**src/rtl/pe_pack_if.sv**
```systemverilog
// Handshake bundle between the PE controller (pixel source / word sink) and the
// output packer: pixel stream in, packed words with write address out.
interface pe_pack_if #(
  parameter int binary_output_levels = 2,
  parameter int simd_width           = 32,
  parameter int input_address        = 12
);
  logic                                       in_valid;
  logic [binary_output_levels-1:0]            in_bits;
  logic                                       in_ready;
  logic                                       flush;
  logic                                       out_valid;
  logic                                       out_ready;
  logic [simd_width*binary_output_levels-1:0] out_data;
  logic [input_address-1:0]                   out_addr;
  logic                                       frame_done;

  modport master (
    output in_valid, in_bits, flush, out_ready,
    input  in_ready, out_valid, out_data, out_addr, frame_done
  );

  modport slave (
    input  in_valid, in_bits, flush, out_ready,
    output in_ready, out_valid, out_data, out_addr, frame_done
  );
endinterface

```
**src/rtl/pe_output_packer.sv**
```systemverilog
// Packs binarized PE output pixels level-major into Input_Buffer words and
// emits them with a wrapping write address and an end-of-frame pulse.
module pe_output_packer #(
  parameter int binary_output_levels = 2,
  parameter int simd_width           = 32,
  parameter int input_address        = 12,
  parameter int frame_words          = 18
) (
  input  logic     clk,
  input  logic     rst,
  pe_pack_if.slave bus
);

  localparam int LANE_W = (simd_width > 1) ? $clog2(simd_width) : 1;
  localparam int WORD_W = simd_width * binary_output_levels;

  localparam logic [LANE_W-1:0]        LAST_LANE = LANE_W'(simd_width - 1);
  localparam logic [input_address-1:0] LAST_ADDR = input_address'(frame_words - 1);

  typedef enum logic {SLOT_EMPTY, SLOT_FULL} slot_state_t;

  slot_state_t              slot_state_q, slot_state_d;
  logic [LANE_W-1:0]        lane_cnt_q, lane_cnt_d;
  logic [WORD_W-1:0]        pack_q, pack_d;
  logic [WORD_W-1:0]        out_data_q, out_data_d;
  logic [input_address-1:0] addr_q, addr_d;
  logic                     frame_done_q, frame_done_d;

  logic              slot_free;
  logic              last_lane;
  logic              accept;
  logic              complete;
  logic              flush_fire;
  logic              load;
  logic              handshake;
  logic [WORD_W-1:0] pack_acc;

  always_ff @(posedge clk) begin
    if (rst) begin
      slot_state_q <= SLOT_EMPTY;
      lane_cnt_q   <= '0;
      pack_q       <= '0;
      out_data_q   <= '0;
      addr_q       <= '0;
      frame_done_q <= 1'b0;
    end else begin
      slot_state_q <= slot_state_d;
      lane_cnt_q   <= lane_cnt_d;
      pack_q       <= pack_d;
      out_data_q   <= out_data_d;
      addr_q       <= addr_d;
      frame_done_q <= frame_done_d;
    end
  end

  always_comb begin
    slot_state_d = slot_state_q;
    lane_cnt_d   = lane_cnt_q;
    pack_d       = pack_q;
    out_data_d   = out_data_q;
    addr_d       = addr_q;
    frame_done_d = 1'b0;

    // Only the final lane needs a free slot; earlier lanes keep flowing while
    // the previous word waits downstream.
    slot_free = (slot_state_q == SLOT_EMPTY) || bus.out_ready;
    last_lane = (lane_cnt_q == LAST_LANE);
    accept    = bus.in_valid && (slot_free || !last_lane);
    complete  = accept && last_lane;
    handshake = (slot_state_q == SLOT_FULL) && bus.out_ready;

    pack_acc = pack_q;
    if (accept) begin
      for (int l = 0; l < binary_output_levels; l++) begin
        pack_acc[simd_width*l + int'(lane_cnt_q)] = bus.in_bits[l];
      end
    end

    // Lanes fill in order, so occupancy is tracked by lane_cnt, not pack contents.
    flush_fire = bus.flush && slot_free && ((lane_cnt_q != '0) || accept);
    load       = complete || flush_fire;

    if (handshake) begin
      addr_d       = (addr_q == LAST_ADDR) ? '0 : addr_q + 1'b1;
      frame_done_d = (addr_q == LAST_ADDR);
    end

    if (load) begin
      slot_state_d = SLOT_FULL;
      out_data_d   = pack_acc;
      pack_d       = '0;
      lane_cnt_d   = '0;
    end else begin
      pack_d = pack_acc;
      if (accept) lane_cnt_d = lane_cnt_q + 1'b1;
      if (handshake) slot_state_d = SLOT_EMPTY;
    end

    bus.in_ready   = slot_free || !last_lane;
    bus.out_valid  = (slot_state_q == SLOT_FULL);
    bus.out_data   = out_data_q;
    bus.out_addr   = addr_q;
    bus.frame_done = frame_done_q;
  end

endmodule

```
**src/flat_wrapper.sv**
```systemverilog
// flat-port wrapper written by rule: the top's interface ports become plain ports
module pe_output_packer_flat 
#(
  parameter int binary_output_levels = 2,
  parameter int simd_width           = 32,
  parameter int input_address        = 12,
  parameter int frame_words          = 18
)
  (clk, rst, bus_in_valid, bus_in_bits, bus_flush, bus_out_ready, bus_in_ready, bus_out_valid, bus_out_data, bus_out_addr, bus_frame_done);
  pe_pack_if #(.binary_output_levels(binary_output_levels), .simd_width(simd_width), .input_address(input_address)) bus_i ();
  input  logic clk;
  input  logic rst;
  input wire logic [$bits(bus_i.in_valid)-1:0] bus_in_valid;
  input wire logic [$bits(bus_i.in_bits)-1:0] bus_in_bits;
  input wire logic [$bits(bus_i.flush)-1:0] bus_flush;
  input wire logic [$bits(bus_i.out_ready)-1:0] bus_out_ready;
  output wire logic [$bits(bus_i.in_ready)-1:0] bus_in_ready;
  output wire logic [$bits(bus_i.out_valid)-1:0] bus_out_valid;
  output wire logic [$bits(bus_i.out_data)-1:0] bus_out_data;
  output wire logic [$bits(bus_i.out_addr)-1:0] bus_out_addr;
  output wire logic [$bits(bus_i.frame_done)-1:0] bus_frame_done;
  assign bus_i.in_valid = bus_in_valid;
  assign bus_i.in_bits = bus_in_bits;
  assign bus_i.flush = bus_flush;
  assign bus_i.out_ready = bus_out_ready;
  assign bus_in_ready = bus_i.in_ready;
  assign bus_out_valid = bus_i.out_valid;
  assign bus_out_data = bus_i.out_data;
  assign bus_out_addr = bus_i.out_addr;
  assign bus_frame_done = bus_i.frame_done;
  pe_output_packer #(.binary_output_levels(binary_output_levels), .simd_width(simd_width), .input_address(input_address), .frame_words(frame_words)) u_core (.clk(clk), .rst(rst), .bus(bus_i));
endmodule
```
**config.mk**
```make
export PLATFORM = sky130hd
export DESIGN_NAME = pe_output_packer_flat
export DESIGN_NICKNAME = d
export VERILOG_FILES = /design/src/rtl/pe_pack_if.sv /design/src/rtl/pe_output_packer.sv /design/src/flat_wrapper.sv
export SDC_FILE = /design/constraint.sdc
export NUM_CORES = 1
export LEC_CHECK = 0
export ABC_AREA = 1
export CAP_MARGIN = 20
export CELL_PAD_IN_SITES_DETAIL_PLACEMENT = 1
export CELL_PAD_IN_SITES_GLOBAL_PLACEMENT = 1
export CORE_UTILIZATION = 35
export DETAILED_ROUTE_END_ITERATION = 10
export PLACE_DENSITY = 0.75
export RECOVER_POWER = 25
export SKIP_LAST_GASP = 1
export SYNTH_ARGS = -nofsm -noshare
export SYNTH_HDL_FRONTEND = slang
export SYNTH_SLANG_ARGS = --single-unit
```
**constraint.sdc**
```tcl
create_clock -name clk -period 2 [get_ports clk]
set_clock_uncertainty 0.15 [all_clocks]
set_input_delay 0.3 -clock clk [delete_from_list [all_inputs] [get_ports clk]]
set_output_delay 0.3 -clock clk [all_outputs]
set_load 0.02 [all_outputs]
```
==> flow_summary.ini <==
[setup_path]
cp-startpoint = u_core.lane_cnt_q[0]
critical_path_class = flip-flop to flip-flop
reg2reg_depth = 13
reg2reg_slack_ns = -0.29
crit_path_start_kind = flip-flop
worstPathArrival_ns = 2.45
endpoint_kind = flip-flop
regToRegStartpoint = u_core.lane_cnt_q[0]
cp.required_ns = 2.16
worstReg2RegEnd = u_core.bus.out_data[53]
cp_max_fo = 8

[clocking]
cts.clk_slew.worst_paths_ns = 0.07
ctsHtreeMaxLevel = 4
cts_tree = built
clock-sinks = 147
cts_hold_buf = 0
cts_buffer_depth = 2
cts_root_buffer = clkbuf_16
numCtsBuffers = 17
clk_latency_ns = 0.43

[placement]
placed_cell_area_um2 = 7430
numPortBuffers = 85
place_hpwl_mm = 11.6
gp_congestion = 0.779
place_ws_ns = -0.152

[pwr]
p_per_area_nw_per_um2 = 739
combPwrFrac_pct = 8.6
netSwitchingFraction_pct = 24.2
p_int_mw = 5.04
ir_worst_vdd_uv = 370
power_mw = 6.66
power.switching_mw = 1.61
pwr-share-seq_pct = 44.3
p_leak_nw = 4.04
clockPowerShare_pct = 47.0

[sta]
setup_viol_count_final = 135
fin_crit_sh_pct = 115
max-slew-margin-rel_pct = 67.5
finalSetupTns_ns = -22.07
maxSlewViolCount = 0
fmaxAchievable_mhz = 436
tightest_slew_ns = 0.486
fin_crit_ns = 2.29
setup_ws_ns = -0.292
rsz0062_at_grt = true
hold_viol = 0

[final_layout]
nets = 1002
design_area_um2 = 9010
area_growth_pct = 49.4
insertedDiodeCount = 0
fill_cells = 2012
drive_above_1_share_pct = 25.1
finish.utilization_pct = 53.9

[yosys]
netlist_instances = 847
synth_seq_cells = 147
seq_area_frac_synth_pct = 48.8
synth_nets = 861
avgSynthCellArea_um2 = 7.12
synth_cell_types = 26
syn_area_um2 = 6030
synth.yosys.warnings = 0

[outcome]
run_status = finished with violations
violations = negative setup slack

[die]
start_util_pct = 36.1
rows = 47
die_area_um2 = 17800
die_w_um = 133
coreArea_um2 = 16700
io_pins = 86
dieHeight_um = 133

[routing]
avgViaCountPerCell = 5.10
wirelength_mm = 22.3
first_pass_iters = 5
vias = 6228
wire_per_inst_um = 18.3
drtAntennaViolNets = 0
drt_first_iter_violations = 288
drc = 0

[grt]
grt_pass1_wl_mm = 28.7
grt_pass1_vias = 5797
grt_max_degree = 35
antenna_found_initial = 0
overflow = 0
track_usage_pct = 20.4

[worst_hold_path]
min_from = u_core.pack_q[5]
holdPathEnd = u_core.pack_q[5]
holdPathStages = 2
hold_class = flip-flop to flip-flop

[run]
max_cap_violations = 0
[cells in the final DEF (no fill, tap or decap), types with 2 or more instances in the layout]
cell               n
nand2_1          298
dfxtp_1          145
nand3_1           80
nand2_2           77
clkdlybuf4s50_1   75
a21oi_1           55
nor2_1            39
buf_4             31
inv_1             28
clkbuf_16         25
a21oi_2           18
nor2_4            16
buf_12            15
buf_6             14
nand2_4           13
dlygate4sd3_1      8
nor2_2             6
nand3_4            5
ha_1               5
clkbuf_8           5
nand4_1            4
clkinv_2           4
clkbuf_1           4
buf_8              4
inv_2              3
inv_4              3
o21ai_0            3
xor2_1             3
clkinv_4           2
dfxtp_2            2
[cells in the mapped netlist, drive strengths merged]
master / instances / area [um^2]
clkinv: 1 / 3.75
a21o: 1 / 7.51
ha: 7 / 87.6
xor2: 3 / 26.3
o21ai: 3 / 15.0
nand3: 86 / 475
nor3: 2 / 10.0
nand2: 389 / 1470
buf: 26 / 158
nor2: 61 / 239
o22ai: 1 / 6.26
a21oi: 73 / 403
dfxtp: 147 / 2940
clkbuf: 10 / 37.5
nand4: 4 / 25.0
inv: 33 / 124
[metrics by stage]
step                      hold slack, ns  cells
after floorplan                    0.298    847
after global placement             0.308   1158
after detailed placement           0.308   1158
after CTS                          0.321   1200
after global routing               0.329   1221
final                              0.312   1221
[logic make-up after synthesis]
logic type,count (synthesis),share of synthesized area [%]
adder cells (fa/ha/maj),7,1.45
XOR/XNOR,3,0.436
AO/OA/AOI/OAI,78,7.16
AND/OR/NAND/NOR,542,36.8
flip-flops,147,48.8
buffers and inverters,70,5.35
[sequential cells by signal, summed over array words and instances (netlist names)]
register and cells:
u_core.lane_cnt_q 5, u_core.bus.out_data 64, u_core.pack_q 64, u_core.bus.out_addr 12
u_core.bus.frame_done 1, u_core.bus.out_valid 1
[power by group through the flow]
stage / clock, mW / sequential, mW / combinational, mW
2_1_floorplan: 0 / 3.02 / 0.203
3_3_place_gp: 0 / 3.01 / 0.379
3_5_place_dp: 0 / 3.02 / 0.382
4_1_cts: 3.14 / 2.95 / 0.445
5_1_grt: 3.29 / 2.95 / 0.596
6_report: 3.13 / 2.95 / 0.575
[worst max-delay path by stage]
stage,endpoint,slack (ns)
2_1_floorplan,u_core.pack_q[44],0.006
3_3_place_gp,bus_in_ready,-0.14
3_5_place_dp,u_core.bus.out_data[4],-0.15
4_1_cts,bus_in_ready,-0.11
5_1_grt,u_core.bus.out_data[63],-0.34
6_report,u_core.bus.out_data[53],-0.29
[area by class of cell]
cell class,count,area [um^2],area share (%)
multi-input cells,630,3260,36.2
inverters,34,135,1.50
clock buffers,24,502,5.57
clock inverters,8,75.1,0.833
repair buffers,158,1820,20.2
well taps,220,275,3.06
flip-flops and latches,147,2950,32.7
[routing by layer]
metal  routed length [um]  GRT usage, %  share of wire, %  vias to the layer above
met1                 9420          25.0                42                     3039
met5                    0             0                 0                        -
met4                  563          6.82               2.5                        0
li1                     -             -                 -                     2983
met3                  814          3.46               3.6                       46
met2                11500          36.1                52                      160
[critical path, stage by stage (launching register included)]
cell and delay [ns]:
dfxtp_2 0.36, ha_4 0.15, inv_2 0.04, nor3_2 0.14, ha_2 0.27, nand3_4 0.17, buf_6 0.18, nand3_4 0.08
buf_12 0.18, nor2_1 0.09, nand2_1 0.12, nand2_1 0.10, nand2_1 0.08, nand2_1 0.06
[what timing repair did]
action	4_1_cts	5_1_grt
setup endpoints to repair	133	136
pin swaps	17	46
gates resized for setup	96	98
buffers inserted	9	11
cloned	1	10
endpoints found under the hold margin	0	0
Power figures use the tool's default switching activity.
